`src/rtl/rc5_stream_ctrl_if.sv`:
```
// Host-side bundle for rc5_stream_ctrl: key offer, input block stream, result stream.
// master = host side, slave = controller side.
interface rc5_stream_ctrl_if #(
   parameter int BLK_W = 64,
   parameter int KEY_W = 128
);
   logic [KEY_W-1:0] key_in;
   logic             key_valid;
   logic             key_ready;
   logic [BLK_W-1:0] s_data;
   logic             s_mode;
   logic             s_valid;
   logic             s_ready;
   logic [BLK_W-1:0] m_data;
   logic             m_mode;
   logic             m_valid;
   logic             m_ready;

   modport master (
      output key_in, key_valid, s_data, s_mode, s_valid, m_ready,
      input  key_ready, s_ready, m_data, m_mode, m_valid
   );

   modport slave (
      input  key_in, key_valid, s_data, s_mode, s_valid, m_ready,
      output key_ready, s_ready, m_data, m_mode, m_valid
   );
endinterface

```
`src/rtl/rc5_stream_ctrl.sv`:
```
// RC5 core front-end: key sequencing, in/out block FIFOs, one-in-flight issue, watchdog.
// Optional RC5_STREAM_STATS_EN adds blk_count/to_count statistics outputs.
module rc5_stream_ctrl #(
   parameter int BLK_W   = 64,
   parameter int KEY_W   = 128,
   parameter int IDEPTH  = 4,
   parameter int ODEPTH  = 4,
   parameter int TIMEOUT = 1024
) (
   input  logic             clk,
   input  logic             rst,
   rc5_stream_ctrl_if.slave host,
   output logic             core_flag,
   output logic [KEY_W-1:0] core_key,
   output logic             core_key_en,
   input  logic             core_key_ok,
   output logic [BLK_W-1:0] core_din,
   output logic             core_din_en,
   input  logic [BLK_W-1:0] core_dout,
   input  logic             core_dout_en,
   output logic             keyed,
   output logic             err_timeout
`ifdef RC5_STREAM_STATS_EN
   ,
   output logic [31:0]      blk_count,
   output logic [7:0]       to_count
`endif
);

   localparam int IAW = $clog2(IDEPTH);
   localparam int OAW = $clog2(ODEPTH);
   localparam int WW  = $clog2(TIMEOUT);

   localparam logic [1:0] NOKEY = 2'd0;
   localparam logic [1:0] KLOAD = 2'd1;
   localparam logic [1:0] IDLE  = 2'd2;
   localparam logic [1:0] WAIT  = 2'd3;

   localparam logic [IAW:0]  I_ONE = 1;
   localparam logic [OAW:0]  O_ONE = 1;
   localparam logic [WW-1:0] W_ONE = 1;
   localparam logic [WW-1:0] W_END = WW'(TIMEOUT - 1);

   logic [1:0]    state;
   logic [WW-1:0] wd;

   logic [BLK_W:0] imem [IDEPTH];
   logic [IAW:0]   iwp, irp;
   logic [BLK_W:0] omem [ODEPTH];
   logic [OAW:0]   owp, orp;

   logic           in_empty, in_full, in_push;
   logic           out_empty, out_full, out_push, out_pop;
   logic           key_hs, issue, busy, wd_fire;
   logic [BLK_W:0] ihead, ohead;

   assign in_empty  = (iwp == irp);
   assign in_full   = (iwp[IAW] != irp[IAW]) &&
                      (iwp[IAW-1:0] == irp[IAW-1:0]);
   assign out_empty = (owp == orp);
   assign out_full  = (owp[OAW] != orp[OAW]) &&
                      (owp[OAW-1:0] == orp[OAW-1:0]);

   assign ihead = imem[irp[IAW-1:0]];
   assign ohead = omem[orp[OAW-1:0]];

   assign host.s_ready   = !in_full;
   assign host.key_ready = (state == NOKEY) || (state == IDLE);
   assign host.m_valid   = !out_empty;
   assign host.m_data    = out_empty ? '0 : ohead[BLK_W-1:0];
   assign host.m_mode    = out_empty ? 1'b0 : ohead[BLK_W];

   assign in_push  = host.s_valid && !in_full;
   assign key_hs   = host.key_valid && host.key_ready;
   assign issue    = (state == IDLE) && !key_hs && !in_empty && !out_full;
   assign out_push = (state == WAIT) && core_dout_en;
   assign out_pop  = !out_empty && host.m_ready;
   assign busy     = (state == KLOAD) || (state == WAIT);
   // expiry only counts when the core did not answer in that same cycle
   assign wd_fire  = busy && (wd == W_END) &&
                     !((state == KLOAD) && core_key_ok) &&
                     !((state == WAIT) && core_dout_en);

   always_ff @(posedge clk) begin
      if (in_push) imem[iwp[IAW-1:0]] <= {host.s_mode, host.s_data};
      if (out_push) omem[owp[OAW-1:0]] <= {core_flag, core_dout};
   end

   always_ff @(posedge clk or negedge rst) begin
      if (!rst) begin
         iwp <= '0;
         irp <= '0;
         owp <= '0;
         orp <= '0;
      end else begin
         if (in_push) iwp <= iwp + I_ONE;
         if (issue) irp <= irp + I_ONE;
         if (out_push) owp <= owp + O_ONE;
         if (out_pop) orp <= orp + O_ONE;
      end
   end

   always_ff @(posedge clk or negedge rst) begin
      if (!rst) begin
         state       <= NOKEY;
         wd          <= '0;
         core_key    <= '0;
         core_key_en <= 1'b0;
         core_din    <= '0;
         core_din_en <= 1'b0;
         core_flag   <= 1'b0;
         keyed       <= 1'b0;
         err_timeout <= 1'b0;
      end else begin
         core_key_en <= 1'b0;
         core_din_en <= 1'b0;
         if (busy) wd <= wd + W_ONE;
         unique case (state)
            NOKEY: begin
               if (key_hs) begin
                  core_key    <= host.key_in;
                  core_key_en <= 1'b1;
                  wd          <= '0;
                  state       <= KLOAD;
               end
            end
            KLOAD: begin
               if (core_key_ok) begin
                  keyed <= 1'b1;
                  state <= IDLE;
               end else if (wd_fire) begin
                  err_timeout <= 1'b1;
                  keyed       <= 1'b0;
                  state       <= NOKEY;
               end
            end
            IDLE: begin
               if (key_hs) begin
                  core_key    <= host.key_in;
                  core_key_en <= 1'b1;
                  wd          <= '0;
                  state       <= KLOAD;
               end else if (issue) begin
                  core_din    <= ihead[BLK_W-1:0];
                  core_flag   <= ihead[BLK_W];
                  core_din_en <= 1'b1;
                  wd          <= '0;
                  state       <= WAIT;
               end
            end
            WAIT: begin
               if (core_dout_en) begin
                  state <= IDLE;
               end else if (wd_fire) begin
                  err_timeout <= 1'b1;
                  state       <= IDLE;
               end
            end
            default: state <= NOKEY;
         endcase
      end
   end

`ifdef RC5_STREAM_STATS_EN
   always_ff @(posedge clk or negedge rst) begin
      if (!rst) begin
         blk_count <= '0;
         to_count  <= '0;
      end else begin
         if (out_push) blk_count <= blk_count + 32'd1;
         if (wd_fire && (to_count != 8'hFF)) to_count <= to_count + 8'd1;
      end
   end
`endif

endmodule

```
`src/flat_wrapper.sv`:
```
// flat-port wrapper written by rule: the top's interface ports become plain ports
module rc5_stream_ctrl_flat 
#(
   parameter int BLK_W   = 64,
   parameter int KEY_W   = 128,
   parameter int IDEPTH  = 4,
   parameter int ODEPTH  = 4,
   parameter int TIMEOUT = 1024
)
  (clk, rst, core_flag, core_key, core_key_en, core_key_ok, core_din, core_din_en, core_dout, core_dout_en, keyed, err_timeout, host_key_in, host_key_valid, host_s_data, host_s_mode, host_s_valid, host_m_ready, host_key_ready, host_s_ready, host_m_data, host_m_mode, host_m_valid);
  rc5_stream_ctrl_if #(.BLK_W(BLK_W), .KEY_W(KEY_W)) host_i ();
  input  logic clk;
  input  logic rst;
  output logic core_flag;
  output logic [KEY_W-1:0] core_key;
  output logic core_key_en;
  input  logic core_key_ok;
  output logic [BLK_W-1:0] core_din;
  output logic core_din_en;
  input  logic [BLK_W-1:0] core_dout;
  input  logic core_dout_en;
  output logic keyed;
  output logic err_timeout;
  input wire logic [$bits(host_i.key_in)-1:0] host_key_in;
  input wire logic [$bits(host_i.key_valid)-1:0] host_key_valid;
  input wire logic [$bits(host_i.s_data)-1:0] host_s_data;
  input wire logic [$bits(host_i.s_mode)-1:0] host_s_mode;
  input wire logic [$bits(host_i.s_valid)-1:0] host_s_valid;
  input wire logic [$bits(host_i.m_ready)-1:0] host_m_ready;
  output wire logic [$bits(host_i.key_ready)-1:0] host_key_ready;
  output wire logic [$bits(host_i.s_ready)-1:0] host_s_ready;
  output wire logic [$bits(host_i.m_data)-1:0] host_m_data;
  output wire logic [$bits(host_i.m_mode)-1:0] host_m_mode;
  output wire logic [$bits(host_i.m_valid)-1:0] host_m_valid;
  assign host_i.key_in = host_key_in;
  assign host_i.key_valid = host_key_valid;
  assign host_i.s_data = host_s_data;
  assign host_i.s_mode = host_s_mode;
  assign host_i.s_valid = host_s_valid;
  assign host_i.m_ready = host_m_ready;
  assign host_key_ready = host_i.key_ready;
  assign host_s_ready = host_i.s_ready;
  assign host_m_data = host_i.m_data;
  assign host_m_mode = host_i.m_mode;
  assign host_m_valid = host_i.m_valid;
  rc5_stream_ctrl #(.BLK_W(BLK_W), .KEY_W(KEY_W), .IDEPTH(IDEPTH), .ODEPTH(ODEPTH), .TIMEOUT(TIMEOUT)) u_core (.clk(clk), .rst(rst), .host(host_i), .core_flag(core_flag), .core_key(core_key), .core_key_en(core_key_en), .core_key_ok(core_key_ok), .core_din(core_din), .core_din_en(core_din_en), .core_dout(core_dout), .core_dout_en(core_dout_en), .keyed(keyed), .err_timeout(err_timeout));
endmodule
```
`config.mk`:
```
export PLATFORM = sky130hd
export DESIGN_NAME = rc5_stream_ctrl_flat
export DESIGN_NICKNAME = d
export VERILOG_FILES = /design/src/rtl/rc5_stream_ctrl_if.sv /design/src/rtl/rc5_stream_ctrl.sv /design/src/flat_wrapper.sv
export SDC_FILE = /design/constraint.sdc
export NUM_CORES = 1
export LEC_CHECK = 0
export ABC_AREA = 0
export BUFFER_PORTS_ARGS = -buffer_cell sky130_fd_sc_hd__buf_2
export CAP_MARGIN = 20
export CORE_UTILIZATION = 59
export DETAILED_ROUTE_END_ITERATION = 12
export GPL_ROUTABILITY_DRIVEN = 0
export PLACE_DENSITY = 0.84
export SKIP_LAST_GASP = 1
export SYNTH_ARGS = -nofsm -noshare
export SYNTH_HDL_FRONTEND = slang
export SYNTH_SLANG_ARGS = --single-unit
```
`constraint.sdc`:
```
create_clock -name clk -period 9.3 [get_ports clk]
set_input_delay 0.93 -clock clk [delete_from_list [all_inputs] [get_ports clk]]
set_output_delay 0.93 -clock clk [all_outputs]
set_load 0.01 [all_outputs]
```
Word level (Yosys, flattened, before mapping) --
Memories as Yosys holds them, arrays and structs flattened. A register that Yosys moved wholly into a read port is not among the register bits. Cells that the tools add are included.
Storage, ports and cells: bits in registers 156, bits in writable memories 520, bits of input ports 264, output and inout bits 265, word-level logic and storage cells 97, memories 2
Memories:
- u_core.imem | depth 4, bits a word 65, rd ports 1, clocked after Yosys merged registers in 1, wr ports 1, RTL line rc5_stream_ctrl.sv:47 | logic [BLK_W:0] imem [IDEPTH];
- u_core.omem | depth 4, bits a word 65, rd ports 1, clocked after Yosys merged registers in 0, wr ports 1, RTL line rc5_stream_ctrl.sv:49 | logic [BLK_W:0] omem [ODEPTH];
Cells by class: add/sub/neg operators 5, eq/ne operators 16, multiplexer cells 30, bitwise gates (word level) 1, reduce and logical (&&, ||, !) cells 32
Operator list (count):
- two-way mux 64 bit | 1
- two-way mux 10 bit | 4
- one-hot mux 10 bit (2 select lines) | 1
- two-way mux 1 bit | 15
- two-way mux 2 bit | 7
- logical AND 1 bit | 13
- adder 3 x 1 -> 3 bit (second input constant) | 4
- adder 10 x 1 -> 10 bit (second input constant) | 1
- equality test 10 bit (second input constant) | 1
- zero test 1 bit | 8
- one-hot mux 2 bit (4 select lines) | 1
- equality test 3 bit | 2
- != test 3 x 2 -> 1 bit (second input constant) | 2
- AND reduction 3 bit | 2
- equality test 2 bit | 2
- equality test 2 bit (second input constant) | 2
- != test 2 bit (second input constant) | 2
- AND reduction 2 bit | 2
- AND reduction 4 bit | 1
- nonzero test 2 bit | 2
- != test 3 x 1 -> 1 bit (second input constant) | 1
- equality test 2 x 1 -> 1 bit (second input constant) | 1
- zero test 2 bit | 1
- logical OR 1 bit | 2
- other kinds (5) | 6

Depth between registers and ports, before layout --
depth in word-level cells 10, mapped depth 7, depth with buffers taken out 5

Worst setup path after synthesis --
Ideal clock, no wire load.
path type input -> register, from input host_s_valid, to memory u_core.imem[3][0] (netlist name) (enable), library setup time 0.431 ns, data arrival time 2.905 ns, required time 8.869 ns, slack 5.963 ns, cell stages on the path 3, path buffers 0, path through inv_1 -> a31oi_1 -> and2_1
Between the ends: cells in the longest elaborated chain, start to end 3
RTL lines:
- from (decl) | RTL line flat_wrapper.sv:28 | input wire logic [$bits(host_i.s_valid)-1:0] host_s_valid;
- logical AND 1 bit | RTL line rc5_stream_ctrl.sv:73 | assign in_push = host.s_valid && !in_full;
- two-way mux 1 bit | RTL line rc5_stream_ctrl.sv:85 | if (in_push) imem[iwp[IAW-1:0]] <= {host.s_mode, host.s_data};
- two-way mux 1 bit (implied by the code) | RTL line rc5_stream_ctrl.sv:85
- to (decl) | RTL line rc5_stream_ctrl.sv:47
No other way between the ends.

Final worst setup path --
from register u_core.orp[0], to output host_m_data[39]
Between the ends: cells in the longest elaborated chain, start to end 2, elaborated cells on any way between the ends 3, those cells by class eq/ne (1); mux (1); memory (1)
RTL lines:
- from (decl) | RTL line rc5_stream_ctrl.sv:50 | logic [OAW:0] owp, orp;
- from (signal assigned) | RTL line rc5_stream_ctrl.sv:99 | if (out_pop) orp <= orp + O_ONE;
- memory read (4 x 65 bit) or equality test 3 bit (tied branches)
- two-way mux 64 bit (*) | RTL line rc5_stream_ctrl.sv:70 | assign host.m_data = out_empty ? '0 : ohead[BLK_W-1:0];
- to (decl) | RTL line flat_wrapper.sv:32 | output wire logic [$bits(host_i.m_data)-1:0] host_m_data;
Every way passes the cells marked *; elsewhere a longest branch is shown, timed or not.

==> impl_metrics.env <==
export IMPL_grt_pass1_wl_mm=91.49
export IMPL_pwr_density_cell_nw_per_um2=340.8
export IMPL_core_area_um2=46460
export IMPL_max_freq_ghz=0.2475
export IMPL_setup_slack_ps=5260
export IMPL_dieWidth_um=218.6
export IMPL_synth_async_reset_ratio=0.2982
export IMPL_drcViolationCount=0
export IMPL_cts_hold_buffers=0
export IMPL_ant_nets=0
export IMPL_cts_resized=0
export IMPL_dr_pass1_iters=5
export IMPL_dieArea_um2=47800
export IMPL_timing_rr_end="u_core.imem[1][26]"
export IMPL_dp_final_hpwl_mm=39.00
export IMPL_rows=79
export IMPL_track_usage=0.2632
export IMPL_start_util=0.5960
export IMPL_synth_area_um2=27690
export IMPL_finalNetCount=2126
export IMPL_path_class="register to primary output"
export IMPL_cts_setup_buffers=0
export IMPL_yosysSeqAreaShare=0.7637
export IMPL_worst_pin_slew_ps=1064
export IMPL_cap_violations=0
export IMPL_critPathMaxStageDelay_ps=780
export IMPL_r2r_start="u_core.irp[1]"
export IMPL_p_leak_nw=12.76
export IMPL_htree_levels=3
export IMPL_cp_start_kind="register"
export IMPL_wirelength_mm=63.31
export IMPL_avgRoutedWirePerCell_um=25.06
export IMPL_endpoint_kind="primary output"
export IMPL_cts_buffers=70
export IMPL_avgSynthCellArea_um2=21.40
export IMPL_ys_seq_elements=741
export IMPL_crit_fanout=44
export IMPL_die_h_um=218.6
export IMPL_max_vdd_ir_drop_mv=0.2953
export IMPL_netlist_instances=1294
export IMPL_cts_sinks=741
export IMPL_drive_above_1_share=0.5110
export IMPL_synth_warnings=0
export IMPL_required_ps=8370
export IMPL_fillCellCount=2655
export IMPL_drv_slew=0
export IMPL_synth_edf_count=520
export IMPL_path_cells="buf_4 -> mux4_2 -> and2_1 -> buf_2"
export IMPL_antenna_found_initial=19
export IMPL_period_needed_ps=4041
export IMPL_root_buffer="clkbuf_16"
export IMPL_period_share=0.4345
export IMPL_routed_via_density=5.758
export IMPL_grt_max_degree=102
export IMPL_io_pins=529
export IMPL_rsz0062_at_grt="no"
export IMPL_grt_pass1_vias=14915
export IMPL_synthesis_nets=1569
export IMPL_drtIter0Drc=1073
export IMPL_status="completed"
export IMPL_dp_worst_setup_slack_ps=5825
export IMPL_clkLatencyLatePin_ps=600
export IMPL_gr_total_overflow=0
export IMPL_worst_ep_arrival_time_ps=3110
export IMPL_io_buffers=528
export IMPL_hold_path_class="input port to async pin"
export IMPL_skew_ps=23.33
export IMPL_cp_slowest_cell="buf_4"
export IMPL_r2r_cells=5
export IMPL_max_slew_margin=0.2906
export IMPL_cts_buffer_depth=3
export IMPL_synth_distinct_cells=37
export IMPL_via_count=14545
export IMPL_synth_flop_cell="edfxtp_1"
export IMPL_hold_viol_final=0
export IMPL_setup_violations=0
export IMPL_holdWs_ps=339.2
export IMPL_cts_tree="built"
export IMPL_syn_to_final_growth_pct=20.47
export IMPL_clk_pin_slew_worst_paths_ps=70
export IMPL_reg2reg_slack_ps=5910
export IMPL_setup_tns_ps=0
stage by stage:
stage	total power, mW	util	instances	area (µm²)
detailed placement	8.534	0.6670	2386	30990
floorplan	7.050	-	1294	27690
global placement	8.389	0.6670	2386	30990
CTS	11.46	0.7173	2513	33320
global route	11.86	0.7176	2519	33340
finish	11.37	0.7180	2526	33360
flip-flops by register name, indices dropped and copies added (netlist names):
name	flops
u_core.core_din	64
u_core.core_din_en	1
u_core.core_flag	1
u_core.core_key	128
u_core.core_key_en	1
u_core.err_timeout	1
u_core.imem	260
u_core.irp	3
u_core.iwp	3
u_core.keyed	1
u_core.omem	260
u_core.orp	3
u_core.owp	3
u_core.state	2
u_core.wd	10
worst max-delay path by stage:
stage	start	slack (ps)	depth (start not counted)	to
after floorplan	host_s_valid	5960	3	u_core.imem[3][0]
after global placement	u_core.orp[0]	5840	4	host_m_data[42]
after detailed placement	u_core.orp[0]	5820	4	host_m_data[53]
after CTS	u_core.orp[0]	5130	4	host_m_data[39]
after global routing	u_core.orp[0]	5030	4	host_m_data[53]
final	u_core.orp[0]	5260	4	host_m_data[39]
layout by cell type, fill, tap and decap left out, types with 3 or more instances in the layout:
| cell | instances |
|---|---|
| clkbuf_8 | 9 |
| nand2_1 | 8 |
| xnor2_1 | 18 |
| edfxtp_1 | 520 |
| inv_1 | 8 |
| and2_2 | 8 |
| buf_4 | 18 |
| clkbuf_16 | 73 |
| clkinv_2 | 9 |
| a22o_1 | 4 |
| bufinv_16 | 6 |
| nand3_1 | 7 |
| clkbuf_1 | 17 |
| ha_1 | 11 |
| nor2_1 | 8 |
| buf_2 | 527 |
| xor2_1 | 5 |
| nand4_1 | 3 |
| and2_1 | 65 |
| diode_2 | 13 |
| dfrtp_1 | 217 |
| mux2_1 | 20 |
| clkinv_1 | 6 |
| mux4_2 | 130 |
| mux2_2 | 177 |
per-layer routing:
metal	routed length [µm]	global-route usage	vias up
met5	122	0	-
met4	2074	0.1131	18
met3	5765	0.08657	137
met2	32530	0.4333	709
met1	22830	0.3192	7464
li1	-	-	6217
Yosys cell counts (all sizes together) (3+ instances only):
cell / count / area (µm²)
edfxtp: 520 / 15610
dfrtp: 221 / 5530
mux2: 197 / 2218
mux4: 130 / 2928
and2: 73 / 456.7
buf: 37 / 192.7
clkbuf: 24 / 90.09
xnor2: 18 / 157.7
ha: 11 / 137.6
inv: 8 / 30.03
nand2: 8 / 30.03
nand3: 8 / 45.04
nor2: 8 / 30.03
xor2: 5 / 43.79
a22o: 4 / 35.03
nand4: 3 / 18.77
logic make-up after synthesis:
kind of cell / share of synthesized area
XOR/XNOR: 0.007275
flip-flops: 0.7637
AND/OR/NAND/NOR: 0.02318
buffers and inverters: 0.01130
AO/OA/AOI/OAI: 0.003751
adder cells (fa/ha/maj): 0.004971
multiplexers: 0.1859
cell type report:
| class | instances | area [µm²] | share of cell area |
|---|---|---|---|
| sequential | 741 | 21160 | 0.6342 |
| multi-input combinational | 484 | 6256 | 0.1875 |
| timing repair buffer | 546 | 2788 | 0.08357 |
| clock buffer | 100 | 2022 | 0.06062 |
| tap | 607 | 759.5 | 0.02277 |
| clock inverter | 27 | 314.1 | 0.009415 |
| antenna | 13 | 32.53 | 0.0009752 |
| inverter | 8 | 30.03 | 0.0009002 |
report_power, final:
group / leakage (nW) / internal, mW / switching [mW]
clock network: 1.15 / 1.69 / 1.18
registers: 7.35 / 4.43 / 0.426
logic: 4.27 / 1.71 / 1.93
total: 12.8 / 7.83 / 3.54
critical path, delay by kind of cell (launching register included):
kind	cells	cell delay, ps
simple gates	1	180
buf+inv	2	940
flops	1	740
mux	1	620
Power figures use the tool's default switching activity.
